### src/rtl/gmii2fifo9.sv
// gmii2fifo9: GMII receive stream to the write port of a 9-bit FIFO.
// Frame bytes are written with bit 8 set; each frame closes with an EOF status word, bit 8 clear.
module gmii2fifo9 #(
   parameter int unsigned MAX_FRAME = 1530,
   parameter int unsigned LEN_WIDTH = 12,
   parameter int unsigned CNT_WIDTH = 16
) (
   input  logic                 gmii_rx_clk,
   input  logic                 sys_rst_n,
   input  logic                 gmii_rx_dv,
   input  logic                 gmii_rx_er,
   input  logic [7:0]           gmii_rxd,
   output logic [8:0]           din,
   output logic                 wr_en,
   output logic                 wr_clk,
   input  logic                 full,
   output logic [CNT_WIDTH-1:0] frame_ok_cnt,
   output logic [CNT_WIDTH-1:0] frame_err_cnt,
   output logic [CNT_WIDTH-1:0] frame_drop_cnt
);

   typedef enum logic [2:0] {
      StSync, StIdle, StFrame, StDiscard, StDiscardSilent, StEof
   } state_e;

   state_e               state_q, state_d;
   logic                 rdv, rer, in_valid;
   logic [7:0]           rxd_q;
   logic [LEN_WIDTH-1:0] len_q, len_d;
   logic                 rx_err_q, rx_err_d, overflow_q, overflow_d;
   logic                 oversize_q, oversize_d, pend_drop_q, pend_drop_d;
   logic [8:0]           din_d;
   logic                 wr_en_d, ok_inc, err_inc, drop_inc;
   logic                 len_at_max;
   logic [2:0]           status;
   logic [8:0]           eof_word;

   assign wr_clk     = gmii_rx_clk;
   assign status     = {oversize_q, overflow_q, rx_err_q};
   assign eof_word   = {6'b0, status};
   assign len_at_max = (len_q == LEN_WIDTH'(MAX_FRAME));

   function automatic logic [CNT_WIDTH-1:0] sat_inc(input logic [CNT_WIDTH-1:0] v,
                                                    input logic inc);
      return (inc && (v != '1)) ? v + 1'b1 : v;
   endfunction

   // in_valid marks that rdv holds a real sample, so SYNC never trusts the reset value of rdv.
   always_ff @(posedge gmii_rx_clk or negedge sys_rst_n) begin
      if (!sys_rst_n) begin
         rdv      <= 1'b0;
         rer      <= 1'b0;
         rxd_q    <= 8'h00;
         in_valid <= 1'b0;
      end else begin
         rdv      <= gmii_rx_dv;
         rer      <= gmii_rx_er;
         rxd_q    <= gmii_rxd;
         in_valid <= 1'b1;
      end
   end

   always_ff @(posedge gmii_rx_clk or negedge sys_rst_n) begin
      if (!sys_rst_n) state_q <= StSync;
      else            state_q <= state_d;
   end

   always_comb begin
      state_d = state_q;
      case (state_q)
         StSync:          if (in_valid && !rdv) state_d = StIdle;
         StIdle:          if (rdv) state_d = full ? StDiscardSilent : StFrame;
         StFrame: begin
            if (rdv) begin
               if (full || len_at_max) state_d = StDiscard;
            end else begin
               state_d = full ? StEof : StIdle;
            end
         end
         StDiscard:       if (!rdv) state_d = full ? StEof : StIdle;
         StDiscardSilent: if (!rdv) state_d = StIdle;
         StEof:           if (!full) state_d = rdv ? StDiscardSilent : StIdle;
         default:         state_d = StSync;
      endcase
   end

   always_comb begin
      din_d       = din;
      wr_en_d     = 1'b0;
      len_d       = len_q;
      rx_err_d    = rx_err_q;
      overflow_d  = overflow_q;
      oversize_d  = oversize_q;
      pend_drop_d = pend_drop_q;
      ok_inc      = 1'b0;
      err_inc     = 1'b0;
      drop_inc    = 1'b0;
      case (state_q)
         StIdle: begin
            if (rdv) begin
               if (!full) begin
                  wr_en_d     = 1'b1;
                  din_d       = {1'b1, rxd_q};
                  len_d       = LEN_WIDTH'(1);
                  rx_err_d    = rer;
                  overflow_d  = 1'b0;
                  oversize_d  = 1'b0;
                  pend_drop_d = 1'b0;
               end else begin
                  drop_inc = 1'b1;
               end
            end
         end
         StFrame: begin
            if (rdv) begin
               if (rer) rx_err_d = 1'b1;
               if (full) begin
                  overflow_d = 1'b1;
               end else if (len_at_max) begin
                  oversize_d = 1'b1;
               end else begin
                  wr_en_d = 1'b1;
                  din_d   = {1'b1, rxd_q};
                  len_d   = len_q + 1'b1;
               end
            end else if (!full) begin
               wr_en_d = 1'b1;
               din_d   = eof_word;
               ok_inc  = (status == 3'b000);
               err_inc = (status != 3'b000);
            end
         end
         StDiscard: begin
            if (rdv) begin
               if (rer) rx_err_d = 1'b1;
            end else if (!full) begin
               wr_en_d = 1'b1;
               din_d   = eof_word;
               ok_inc  = (status == 3'b000);
               err_inc = (status != 3'b000);
            end
         end
         StEof: begin
            // A frame that starts while the EOF is stalled is dropped whole, counted once.
            if (!full) begin
               wr_en_d     = 1'b1;
               din_d       = eof_word;
               ok_inc      = (status == 3'b000);
               err_inc     = (status != 3'b000);
               drop_inc    = rdv || pend_drop_q;
               pend_drop_d = 1'b0;
            end else if (rdv) begin
               pend_drop_d = 1'b1;
            end
         end
         default: ;
      endcase
   end

   always_ff @(posedge gmii_rx_clk or negedge sys_rst_n) begin
      if (!sys_rst_n) begin
         din            <= 9'h000;
         wr_en          <= 1'b0;
         len_q          <= '0;
         rx_err_q       <= 1'b0;
         overflow_q     <= 1'b0;
         oversize_q     <= 1'b0;
         pend_drop_q    <= 1'b0;
         frame_ok_cnt   <= '0;
         frame_err_cnt  <= '0;
         frame_drop_cnt <= '0;
      end else begin
         din            <= din_d;
         wr_en          <= wr_en_d;
         len_q          <= len_d;
         rx_err_q       <= rx_err_d;
         overflow_q     <= overflow_d;
         oversize_q     <= oversize_d;
         pend_drop_q    <= pend_drop_d;
         frame_ok_cnt   <= sat_inc(frame_ok_cnt, ok_inc);
         frame_err_cnt  <= sat_inc(frame_err_cnt, err_inc);
         frame_drop_cnt <= sat_inc(frame_drop_cnt, drop_inc);
      end
   end

endmodule

### config.mk
export PLATFORM = sky130hd
export DESIGN_NAME = gmii2fifo9
export DESIGN_NICKNAME = d
export VERILOG_FILES = /design/src/rtl/gmii2fifo9.sv
export SDC_FILE = /design/constraint.sdc
export NUM_CORES = 1
export LEC_CHECK = 0
export ABC_AREA = 1
export CELL_PAD_IN_SITES_DETAIL_PLACEMENT = 1
export CELL_PAD_IN_SITES_GLOBAL_PLACEMENT = 2
export CORE_MARGIN = 2
export CORE_UTILIZATION = 31
export DETAILED_ROUTE_END_ITERATION = 7
export GPL_TIMING_DRIVEN = 0
export HOLD_SLACK_MARGIN = 0.08
export PLACE_DENSITY = 0.81
export SLEW_MARGIN = 10
export SYNTH_ARGS = -nofsm -noshare
export SYNTH_HDL_FRONTEND = slang
export SYNTH_SLANG_ARGS = --single-unit
### constraint.sdc
create_clock -name gmii_rx_clk -period 1.9 [get_ports gmii_rx_clk]
set_input_delay 0.285 -clock gmii_rx_clk [delete_from_list [all_inputs] [get_ports gmii_rx_clk]]
set_output_delay 0.285 -clock gmii_rx_clk [all_outputs]
set_load 0.005 [all_outputs]
* Word level (Yosys, flattened, before mapping)
Index checks and enable logic that the tools add are counted.
** Word-level totals
- Register bits after elaboration :: 88
- Latch bits :: 0
- RAM bits :: 0
- Memory bits (read-only) :: 0
- Input bits :: 13
- Memories :: 0
** Operators by class
- Add/sub/neg operators :: 4
- Multiply operators :: 0
- Div/mod/pow operators :: 0
- Magnitude comparators :: 0
- Equality and inequality tests :: 26
- Shift-type cells :: 0
- Muxes and demuxes :: 59
- Bitwise logic cells :: 0
- Reduce and logical (&&, ||, !) cells :: 22
** Operators with widths (count)
- two-way mux 9 bit :: 7
- two-way mux 12 bit :: 5
- adder 16 x 1 -> 16 bit (second input constant) :: 3
- != test 16 bit (second input constant) :: 3
- one-hot mux 9 bit (4 select lines) :: 1
- two-way mux 3 bit :: 10
- two-way mux 1 bit :: 26
- one-hot mux 12 bit (2 select lines) :: 1
- AND reduction 6 bit :: 4
- != test 2 bit (second input constant) :: 11
- one-hot mux 3 bit (6 select lines) :: 1
- one-hot mux 1 bit (2 select lines) :: 7
- adder 12 x 1 -> 12 bit (second input constant) :: 1
- == test 12 x 11 -> 1 bit (second input constant) :: 1
- != test 3 bit (second input constant) :: 4
- AND reduction 5 bit :: 2
- == test 3 x 2 -> 1 bit (second input constant) :: 2
- == test 3 bit (second input constant) :: 2
- zero test 3 bit :: 2
- nonzero test 2 bit :: 3
- logical AND 1 bit :: 4
- != test 2 x 1 -> 1 bit (second input constant) :: 2
- one-hot mux 1 bit (4 select lines) :: 1
- AND reduction 4 bit :: 1
- 6 further kinds :: 7

* Longest topological paths before layout
Gate-level depths: netlist (run 1).
- Depth after elaboration :: 5
- Mapped depth :: 10
- Gate-level depth less buffers :: 10

==> results of run 1 <==
-- registers in the layout, summed over array words and instances, names as in the netlist, 3 cells and up --
signal,count
rxd_q,8
frame_drop_cnt,16
frame_ok_cnt,16
din,9
state_q,3
len_q,12
frame_err_cnt,16
-- per-stage QoR --
step	cell area, um2	setup TNS, ns	setup WS [ns]	power, W
2_1_floorplan	5120	0	0.278	0.00352
4_1_cts	6490	0	0.0172	0.00650
5_1_grt	6570	0	0.00639	0.00689
6_report	6570	0	0.0514	0.00644
3_5_place_dp	6120	-9.12	-0.225	0.00440
3_3_place_gp	6100	-268.72	-2.99	0.00432
-- timing repair --
action,in CTS,in global routing
hold endpoints to repair,38,0
pin swaps,2,1
resized for setup,7,15
setup endpoints to repair,26,50
setup buffers,0,4
hold buffers,1,0
-- power by group --
group	total (W)	switching [W]	internal, W	leakage, nW
Combinational	0.00186	0.00102	0.000837	1.65
Clock	0.00209	0.000792	0.00130	0.177
Sequential	0.00249	0.000324	0.00216	1.17
-- area by class of cell --
| type | instances | area (um2) |
|---|---|---|
| clock buffers | 14 | 313 |
| multi-input cells | 566 | 2690 |
| well taps | 216 | 270 |
| clock inverters | 2 | 35.0 |
| flip-flops and latches | 88 | 2210 |
| inverters | 49 | 186 |
| fillers | 2000 | 9430 |
| repair buffers | 76 | 766 |
| plain buffers | 15 | 109 |
-- worst paths after layout --
check	from	endpoint	slack, ns	depth (start not counted)
min	gmii_rxd[5]	rxd_q[5]	0.26	1
max	gmii_rx_clk	wr_clk	0.05	4
min in group asynchronous	sys_rst_n	frame_err_cnt[14]	0.36	2
max reg2reg	state_q[1]	frame_drop_cnt[14]	0.15	8
min reg2reg	rxd_q[4]	din[4]	0.45	2
max in group asynchronous	sys_rst_n	len_q[0]	0.88	3
-- layout by cell type, fill, tap and decap left out, types with 4 or more instances in the layout --
cell               n
nand2_1          327
dfrtp_1           84
clkdlybuf4s50_1   69
nor2_1            67
nand3_1           54
inv_1             41
xnor2_1           18
o21ai_0           17
xor2_1            16
clkbuf_16         12
nand4_1           11
buf_4              9
nor2_4             8
nor3_1             8
nor2_2             6
inv_2              5
a21oi_1            5
nand2_2            4
buf_6              4
o21ai_1            4
dfrtp_2            4
-- cell families after synthesis --
| logic type | Yosys count | share of synthesized area (%) |
|---|---|---|
| and+or+nand+nor | 496 | 41.1 |
| DFF | 88 | 43.0 |
| buffers and inverters | 64 | 5.60 |
| xor gates and xnor gates | 34 | 5.82 |
| AOI/OAI and AO/OA | 30 | 3.18 |
| adders and majority gates | 5 | 1.22 |
| other | 1 | 0.0733 |
-- worst register-to-register path, cell delays in order (launching register included) --
cell and delay [ns]:
dfrtp_1 0.47, inv_2 0.18, nand3_2 0.19, nor2_1 0.20
a21oi_2 0.07, nor2_4 0.20, buf_4 0.22, nand2_1 0.07
nand2_1 0.07
-- per-layer routing --
metal | global-route usage (%) | routed length [um] | vias to the layer above
li1 | - | - | 2421
met1 | 22.8 | 6980 | 2340
met2 | 28.9 | 6810 | 75
met3 | 3.22 | 477 | 13
met4 | 6.63 | 209 | 0
met5 | 0 | 0 | -
==> run_results.csv, run 1 <==
group,metric,value,unit
synthesis,yosysTopAreaCell,"dfrtp_1",
global_routing,grt_pass1_wl,24800,um
route,num_vias,4849,
pwr,irDropWorstVdd,526,uV
global_routing,antenna_found_initial,0,
critical_path,path_delay_family,"buffers and inverters",
final_layout,diodes,0,
outcome,status,"finished, final reports clean",
synthesis,yosysTopAreaCellShare,43.0,%
global_routing,grt_usage,17.5,%
floorplan,die_width,132,um
synthesis,async_reset_ff_share,100,%
synthesis,synth_common_cells,"nand2_1 (328), dfrtp_1 (88), nor2_1 (70)",
synthesis,synth-main-ff-cell,"dfrtp_1",
floorplan,start_util,32.0,%
final_layout,fin_util,41.1,%
global_routing,overflow,0,
synthesis,yosysWarnings,0,
final_layout,area_growth_syn_to_layout,28.4,%
pwr,powerDensity,980,nW/um2
route,wl_per_cell,14.1,um
synthesis,syn_area_per_cell,7.13,um2
synthesis,ys_types,34,
sta,slew_viol_final,0,
route,ant_nets,0,
critical_path,path_buf_inv,4,
global_routing,grt_max_degree,51,
placement,dp_cells,1006,
critical_path,crit_path_end_kind,"primary output",
placement,place_congestion,0.824,
final_layout,drive_gt1_share,9.26,%
critical_path,crit_top_cell,"clkbuf_16",
route,drc,0,
synthesis,synth_edf_count,0,
critical_path,critical_path.max_stage_delay,0.25,ns
route,wirelength,14500,um
sta,worstMarginPinSlew,0.559,ns
final_layout,nets,827,
worst_hold_path,hp-class,"in2reg",
floorplan,dieArea,17600,um2
critical_path,arrival,1.56,ns
critical_path,worstPathCellList,"clkbuf_16, clkbuf_16, buf_4, dlygate4sd2_1",
placement,port_buffers,71,
route,drtIter0Drc,166,
synthesis,synth_seq_area_share,43.0,%
global_routing,grt_pass1_vias,5028,
critical_path,cp-start-kind,"clock port",
floorplan,num_rows,46,
synthesis,synthCells,718,
sta,rsz0062_at_grt,"false",
route,avgViaCountPerCell,4.73,
placement,detailed_place_hpwl,10700,um
synthesis,synth_most_common_cell,"nand2_1",
cts,cts.reportedPaths.clkPinSlew,0.06,ns
floorplan,ioPinCount,72,
cts,cts_tree,"yes",
synthesis,synthTopCellsByArea,"dfrtp_1 (43%), nand2_1 (24%), nand3_1 (5.4%)",
final_layout,fin_cells,1026,
synthesis,synth-seq-cells,88,
sta,hold_ws,0.259,ns
critical_path,worstPathRequired,1.62,ns
route,dr.pass1.iters,4,
sta,hold_viol_final,0,
synthesis,synth_fp_nets,736,
critical_path,worstSetupPathType,"clk2out",
cts,clkLatencyLatePin,0.46,ns
critical_path,crit_fanout,2,
floorplan,core_area,16000,um2
sta,setup_viol,0,
critical_path,slowest_stage,"dlygate4sd2_1",
floorplan,die_h,132,um
synthesis,synth.cell_area,5120,um2
pwr,p_leak,3.00,nW
flow_run,cap_violations,0,
sta,slew_headroom,62.7,%
sta,fin_worst_skew,0.00748,ns
Note: power is estimated with default switching activity, not from simulation.
==> run 2: changes to the inputs <==
- SETUP_SLACK_MARGIN: not set -> 0.5
==> run 2 against run 1 <==
Compared with the run above: via count rose by 21%; first-iteration DRC count rose by 28%; clock skew up 0.0044 ns; non-clock buffer count is 167 higher; die area unchanged; combinational power up 94%; critical endpoint unchanged; highest routed layer unchanged.
==> run_results.csv, run 2 (synthesized netlist as in run 1, its figures left out) <==
group,metric,value,unit
outcome,status,"finished, final reports clean",
pwr,irDropWorstVdd,564,uV
sta,rsz0062_at_grt,"true",
final_layout,finalInstanceArea,9180,um2
pwr,fin_total_pwr,0.00857,W
cts,cts_tree,"yes",
critical_path,crit_path_end_kind,"primary output",
floorplan,start_util,32.0,%
floorplan,die_width,132,um
floorplan,ioPinCount,72,
critical_path,arrival,1.40,ns
flow_run,cap_violations,0,
global_routing,grt_max_degree,47,
critical_path,worstPathRequired,1.62,ns
sta,tns,0,ns
route,num_vias,5883,
sta,worstMarginPinSlew,0.641,ns
global_routing,antenna_found_initial,0,
pwr,p_leak,4.51,nW
worst_hold_path,hp-class,"in2reg",
final_layout,nets,996,
route,ant_nets,0,
worst_hold_path,whs_path_depth,1,
pwr,powerDensity,934,nW/um2
global_routing,use_met1,28.1,%
cts,cts.reportedPaths.clkPinSlew,0.07,ns
sta,fin_worst_skew,0.0118,ns
route,avgViaCountPerCell,4.91,
final_layout,diodes,0,
global_routing,use_met3,4.33,%
cts,clkLatencyLatePin,0.48,ns
route,drc,0,
global_routing,grt_pass1_wl,31900,um
final_layout,drive_gt1_share,50.4,%
sta,setup_viol,0,
final_layout,fin_util,57.4,%
route,dr.pass1.iters,4,
sta,slew_headroom,57.3,%
floorplan,core_area,16000,um2
global_routing,grt.busiest_layer,"met2",
floorplan,num_rows,46,
critical_path,worstSetupPathType,"clk2out",
final_layout,top_regs,"frame_drop_cnt x16, frame_err_cnt x16, frame_ok_cnt x16",
route,drtIter0Drc,213,
global_routing,overflow,0,
global_routing,grt_pass1_vias,6216,
global_routing,grt_use_met2,40.0,%
critical_path,cp-start-kind,"clock port",
global_routing,grt_usage,22.8,%
sta,slew_viol_final,0,
route,wirelength,21900,um
placement,place_congestion,0.833,
final_layout,final_cell_mix,"nand2_1 (205), buf_4 (113), nand2_2 (97)",
final_layout,area_growth_syn_to_layout,79.3,%
final_layout,layout_commonest_cell,"nand2_1",
floorplan,die_h,132,um
critical_path,crit_fanout,2,
placement,detailed_place_hpwl,11000,um
route,wl_per_cell,18.3,um
sta,hold_viol_final,0,
placement,port_buffers,71,
placement,placed_cell_area,6260,um2
critical_path,reg2reg_depth,11,
floorplan,dieArea,17600,um2
-- run 2: changes by cell type in the layout (fill, tap and decap cells not counted), moves of 18 or more --
cell / change
buf_4: +104
nand2_1: -122
nor2_1: -20
nand2_4: +29
clkdlybuf4s50_1: -58
buf_6: +72
clkdlybuf4s15_1: +28
dfrtp_1: -29
dfrtp_2: +29
nor2_4: +18
nand3_1: -20
nand2_2: +93
-- run 2: final timing paths --
path / startpoint / end / slack, ns
max in group asynchronous: sys_rst_n / frame_ok_cnt[12] / 0.84
max reg2reg: frame_err_cnt[0] / frame_err_cnt[15] / 0.29
min in group asynchronous: sys_rst_n / len_q[10] / 0.38
max: gmii_rx_clk / wr_clk / 0.21
min reg2reg: rxd_q[4] / din[4] / 0.49
min: gmii_rxd[2] / rxd_q[2] / 0.24
-- run 2: per-stage QoR --
| stage | std cells | setup slack (ns) | hold slack [ns] |
|---|---|---|---|
| floorplan | 718 | 0.409 | -0.0106 |
| global placement | 1005 | -3.39 | 0.437 |
| detailed placement | 1006 | -0.198 | 0.344 |
| CTS | 1154 | 0.207 | 0.240 |
| global route | 1198 | 0.200 | 0.245 |
| finish | 1198 | 0.210 | 0.242 |
-- run 2: critical path: stages --
cell and delay, ns:
clkbuf_16 0.12, clkbuf_16 0.13, buf_6 0.10, buf_6 0.10
-- run 2: timing repair --
item / CTS / global route
cloned: 9 / 2
pin swaps: 64 / 67
hold buffers: 1 / 0
hold endpoints to repair: 42 / 0
resized for setup: 375 / 176
buffers inserted: 120 / 42
endpoints found under the setup margin: 134 / 108
-- run 2: routing by layer --
metal | wire length [um] | vias to the layer above
li1 | - | 2769
met1 | 9130 | 2940
met2 | 11400 | 129
met3 | 895 | 45
met4 | 501 | 0
met5 | 0 | -
-- run 2: area by class of cell --
cell class              instances  area, um2
fillers                      1908       6820
multi-input cells             568       3610
repair buffers                243       2250
flip-flops and latches         88       2240
clock buffers                  16        333
well taps                     216        270
inverters                      49        210
plain buffers                  15        171
clock inverters                 3       90.1
-- run 2: power by group --
part / total [W] / switching, W / internal [W]
clock: 0.00253 / 0.000864 / 0.00166
sequential: 0.00245 / 0.000279 / 0.00217
combinational: 0.00360 / 0.00185 / 0.00174
total: 0.00857 / 0.00300 / 0.00557
==> RTL change 1 (settings of run 2) <==
`din` no longer has a reset.
--- a/src/rtl/gmii2fifo9.sv
+++ b/src/rtl/gmii2fifo9.sv
@@ -161,3 +161,2 @@
       if (!sys_rst_n) begin
-         din            <= 9'h000;
          wr_en          <= 1'b0;
@@ -172,3 +171,2 @@
       end else begin
-         din            <= din_d;
          wr_en          <= wr_en_d;
@@ -185,2 +183,6 @@
 
+   always_ff @(posedge gmii_rx_clk) begin
+      din <= din_d;
+   end
+
 endmodule
Function: differs if sys_rst_n is asserted again (counterexample within 4 cycles, from zero or initial values and one cycle with sys_rst_n low); with sys_rst_n held inactive, the same outputs for 4 cycles.
==> RTL change 1 against run 2 <==
Die area decreased by 3.4%. Wire length decreased by 3.7%. Non-clock buffer count increased by 3. Setup slack got worse by 0.055 ns. Clock skew decreased by 0.0020 ns. Sequential cell count unchanged. Area after synthesis decreased by 3.5%. Power increased by 34%. Utilization decreased by 1.2 points. Final area decreased by 3.9%. Critical path type is now reg -> reg. Largest cell class unchanged. Largest power group unchanged. Highest routed layer unchanged.
==> RTL change 1: results (changes against run 2) <==
CTS
  – Worst-path clk slew: around 0.08 ns

Setup path
  – CP max FO: 5 (+3)
  – Worst path slowest cell: dfrtp_2
  – Reg2reg setup slack: 0.16 ns (-0.13 ns)
  – Largest stage delay, worst path: 0.46 ns (+0.33 ns)
  – Worst R2R Path Depth: 7 (-4)
  – Arrival time worst endpoint: 1.95 ns (+0.55 ns)
  – Startpoint of the lowest-slack register-to-register path: len_q[1]
  – Cell family with most CP delay: flip-flops

Timing
  – Hold_ws: 0.2372 ns (-0.004523 ns)
  – Worst-margin pin slew: 0.5240 ns (-0.1168 ns)

Detailed routing
  – Wire length per cell: 18.21 µm (-0.34%)
  – Via density: 4.865 (-0.92%)
  – DRT iter0 DRCs: 219 (+2.8%)

Layout
  – Antenna Cells: 0 (unchanged)
  – Nets@finish: 955 (-4.1%)
  – Layout cells sized above 1: 0.4682 (-0.03592)

Global routing
  – Total GRT Usage: 0.2396 (+0.01165)
  – First-pass GRT wire length: 31,160 µm (-2.3%)
  – Vias in the first global route: 6,098 (-1.9%)
  – Met1 Usage GRT: 0.2673 (-0.01403)
  – Largest net degree at the start of global routing: 53 (+13%)
  – GR met2 Demand/Resource: 0.4524 (+0.05201)

Synth
  – Post-synth top cells: 256 x nand2_1, 79 x dfrtp_1, 70 x nor2_1
  – Syn_nets: 691 (-6.1%)
  – Sequential element share of the synthesized area: 0.4553 (+0.02494)
  – EDFF count, synth: 9 (+9)
  – Asr flop ratio synth: 0.8977 (-0.1023)
  – Synth area leaders: dfrtp_1 40%, nand2_1 19%, xor2_1 5.5%
  – Post-synth cell types: 30 (-12%)
  – Ys Warns: 0 (unchanged)

Placed design
  – Place WS: 0.07126 ns (+0.2688 ns)
  – Routability cong.: 0.8033 (-3.6%)
  – Detail Placement HPWL: 10,340 µm (-5.9%)

Min path
  – Hold endpoint: rxd_q[5]
  – Hold/Removal Path Class: in -> reg
  – Hold path start: gmii_rxd[5]

Run status
  – Status: finished clean

Pwr
  – Max VDD drop: 0.0005642 V (about the same)
  – Pleak: 4.158 nW (-7.7%)
RTL change 1: final cells by class:
type / instances / area [µm²]
Inverter: 66 / 276.5
Timing Repair inverter: 1 / 8.758
Clock buffer: 13 / 311.5
Fill cell: 1847 / 6893
Buffer: 14 / 160.2
Sequential cell: 88 / 2272
Tap cell: 216 / 270.3
Clock inverter: 7 / 85.08
Timing Repair Buffer: 247 / 2253
Multi-Input combinational cell: 506 / 3182
RTL change 1: logic make-up after synthesis:
| logic type | after synthesis | share of synthesized area |
|---|---|---|
| buf+inv | 80 | 0.06717 |
| compound gates | 49 | 0.05425 |
| xor+xnor | 34 | 0.06033 |
| flops | 88 | 0.4553 |
| simple gates | 416 | 0.3496 |
| fa+ha+maj | 5 | 0.01267 |
| other cells | 1 | 0.0007597 |
RTL change 1: power by group:
group          internal [mW]  switching, mW  leakage (nW)  total (mW)
Combinational           3.15           3.20          2.87        6.35
Sequential              2.45          0.345          1.08        2.79
Clock                   1.40          0.968         0.202        2.36
RTL change 1: per-layer routing:
layer / vias up / part of all wire / routed length (µm)
li1: 2667 / - / -
met2: 122 / 0.56 / 11710
met5: - / 0 / 0
met4: 0 / 0.036 / 753
met1: 2793 / 0.38 / 8079
met3: 52 / 0.026 / 543
RTL change 1: worst max path at each step:
| stage | from | to | slack [ns] | depth (start not counted) |
|---|---|---|---|---|
| 6_report | len_q[1] | din[3] | 0.16 | 7 |
| 5_1_grt | state_q[1] | rx_err_q | 0.08 | 10 |
| 4_1_cts | gmii_rx_clk | wr_clk | 0.21 | 4 |
| 3_5_place_dp | len_q[0] | len_q[3] | 0.07 | 11 |
| 3_3_place_gp | sys_rst_n | state_q[2] | -2.99 | 1 |
| 2_1_floorplan | len_q[0] | din[0] | 0.40 | 7 |
RTL change 1: repair_timing:
| item | 4_1_cts | 5_1_grt |
|---|---|---|
| endpoints found under the setup margin | 143 | 117 |
| hold buffers | 1 | 0 |
| gates resized for setup | 376 | 102 |
| pin swaps | 51 | 40 |
| buffers inserted | 147 | 20 |
| hold endpoints to repair | 27 | 0 |
| gates cloned | 9 | 2 |
RTL change 1: stage by stage:
step | total power, mW | cell area, µm² | instances
after detailed placement | 6.034 | 6116 | 960
after global placement | 5.913 | 6091 | 959
after global routing | 12.08 | 8820 | 1158
final | 11.51 | 8820 | 1158
after floorplan | 4.575 | 5120 | 673
after CTS | 10.49 | 8356 | 1136
==> RTL change 2 (flow settings as in run 2) <==
Made on the original files. Change the parameter `LEN_WIDTH` from 12 to 8.
--- a/src/rtl/gmii2fifo9.sv
+++ b/src/rtl/gmii2fifo9.sv
@@ -4,3 +4,3 @@
    parameter int unsigned MAX_FRAME = 1530,
-   parameter int unsigned LEN_WIDTH = 12,
+   parameter int unsigned LEN_WIDTH = 8,
    parameter int unsigned CNT_WIDTH = 16
Function: same outputs for any inputs over 4 cycles, from zero or initial values and one cycle with sys_rst_n low; that may be too few to reach the edited logic, so the function may still have changed.
==> RTL change 2 against run 2 <==
Global-route usage increased by 0.18 points. Sequential cell count decreased by 4. Final area decreased by 7.8%. Setup slack improved by 0.0047 ns. Combinational power increased by 5%. Area after synthesis decreased by 3.8%. Count of clock-buffer cells in the layout increased by 2. Power decreased by 3.4%. Wire length decreased by 15%. Hold slack improved by 0.018 ns.
==> RTL change 2: results (changes against run 2) <==
Pwr
  – Max VDD drop: 0.001025 V (+82%)
  – Comb. pwr: 3.78 mW (+5%)
  – Internal Pwr Total: 5.315 mW (-4.7%)
  – Net Sw Power: 2.970 mW (-0.94%)
  – Seq. pwr: 2.32 mW (-5%)
  – Pleak: 4.022 nW (-11%)

Synth
  – Ys Warns: 0 (unchanged)
  – Post-synth top cells: 323 x nand2_1, 84 x dfrtp_1, 74 x nor2_1
  – Synth area leaders: dfrtp_1 43%, nand2_1 25%, nand3_1 5.7%
  – Syn_nets: 717 (-2.6%)
  – Synth Instances: 699 (-2.6%)
  – Post-synth cell types: 28 (-18%)
  – Asr flop ratio synth: 1.000 (unchanged)
  – Sequential element share of the synthesized area: 0.4272 (-0.003163)

Timing
  – Final worst clock skew: 0.006033 ns (-0.005803 ns)
  – Final Hold Viols: 0 (unchanged)
  – Hold_ws: 0.2600 ns (+0.01829 ns)
  – Worst-margin pin slew: 0.5896 ns (-0.05116 ns)

Global routing
  – Total GRT Usage: 0.2297 (+0.001751)
  – Antenna violations before repair: 0 (unchanged)
  – Vias in the first global route: 6,023 (-3.1%)
  – Largest net degree at the start of global routing: 47 (unchanged)
  – First-pass GRT wire length: 30,250 µm (-5.1%)

Placed design
  – Port Buf Inserts: 71 (unchanged)
  – Placed instance area: 6032 µm² (-3.6%)
  – Routability cong.: 0.7928 (-4.9%)
  – Detail Placement HPWL: 10,590 µm (-3.6%)
  – Cells after DPL: 987 (-1.9%)
  – Place WS: -0.3405 ns (-0.1429 ns)

CTS
  – Worst-skew pair later-pin latency: between 0.4 and 0.5 ns
  – CTS resizes: 357 (-4.8%)
  – Hold buffer count at CTS: 1 (unchanged)
  – Postcts setup bufs: 126 (+5.0%)
  – Worst-path clk slew: 0.06 ns

Detailed routing
  – Vias: 5,506 (-6.4%)
  – WL final: 18,550 µm (-15%)
  – DRT iter0 DRCs: 194 (-8.9%)
  – First-pass DRT Iterations: 4 (unchanged)

Run status
  – Status: finished clean

Setup path
  – Worst R2R Path Depth: 10 (-1)
  – Startpoint of the lowest-slack register-to-register path: state_q[1]
  – Reg2reg setup slack: 0.24 ns (-0.05 ns)
  – FF-to-FF End: wr_en
  – CP max FO: 2 (unchanged)

Layout
  – Biggest regs: frame_drop_cnt (16), frame_err_cnt (16), frame_ok_cnt (16)
  – Nets@finish: 952 (-4.4%)
  – Layout cells sized above 1: 0.4494 (-0.05466)
  – Non-Filler Instances: 1,155 (-3.6%)
  – Antenna Cells: 0 (unchanged)

Min path
  – Hold path start: gmii_rxd[6]
  – Hold/Removal Path Class: in -> reg
  – Hold endpoint: rxd_q[6]
  – Worst hold stages: 1 (unchanged)
RTL change 2: worst max-delay path by stage:
stage | end | startpoint | slack (ns)
3_5_place_dp | din[2] | full | -0.34
4_1_cts | wr_clk | gmii_rx_clk | 0.21
3_3_place_gp | frame_drop_cnt[0] | sys_rst_n | -3.14
2_1_floorplan | frame_err_cnt[12] | frame_err_cnt[0] | 0.48
6_report | wr_clk | gmii_rx_clk | 0.22
5_1_grt | wr_en | state_q[1] | 0.19
RTL change 2: critical path, stage by stage:
cell and delay, ns:
clkbuf_16 0.12, clkbuf_16 0.13, buf_6 0.10, buf_6 0.10
RTL change 2: cells by family after synthesis:
logic type	after synthesis	share of synthesized area
AOI/OAI and AO/OA	21	0.02415
xor gates and xnor gates	24	0.04272
adders and majority gates	5	0.01271
buffers and inverters	66	0.06153
DFF	84	0.4272
other	1	0.0007620
and+or+nand+nor	498	0.4310
RTL change 2: area by class of cell:
| type | instances | area, µm² |
|---|---|---|
| Sequential cell | 84 | 2143 |
| Clock buffer | 18 | 330.3 |
| Tap cell | 216 | 270.3 |
| Buffer | 12 | 147.6 |
| Inverter | 54 | 220.2 |
| Timing Repair Buffer | 219 | 2085 |
| Fill cell | 1890 | 7254 |
| Clock inverter | 2 | 35.03 |
| Multi-Input combinational cell | 550 | 3227 |
RTL change 2: metal layers:
| layer | vias up | wire, µm | GRT usage | part of all wire |
|---|---|---|---|---|
| li1 | 2647 | - | - | - |
| met1 | 2719 | 7938 | 0.2831 | 0.43 |
| met2 | 100 | 9619 | 0.3945 | 0.52 |
| met3 | 40 | 520 | 0.04756 | 0.028 |
| met4 | 0 | 473 | 0.09045 | 0.025 |
| met5 | - | 0 | 0 | 0 |
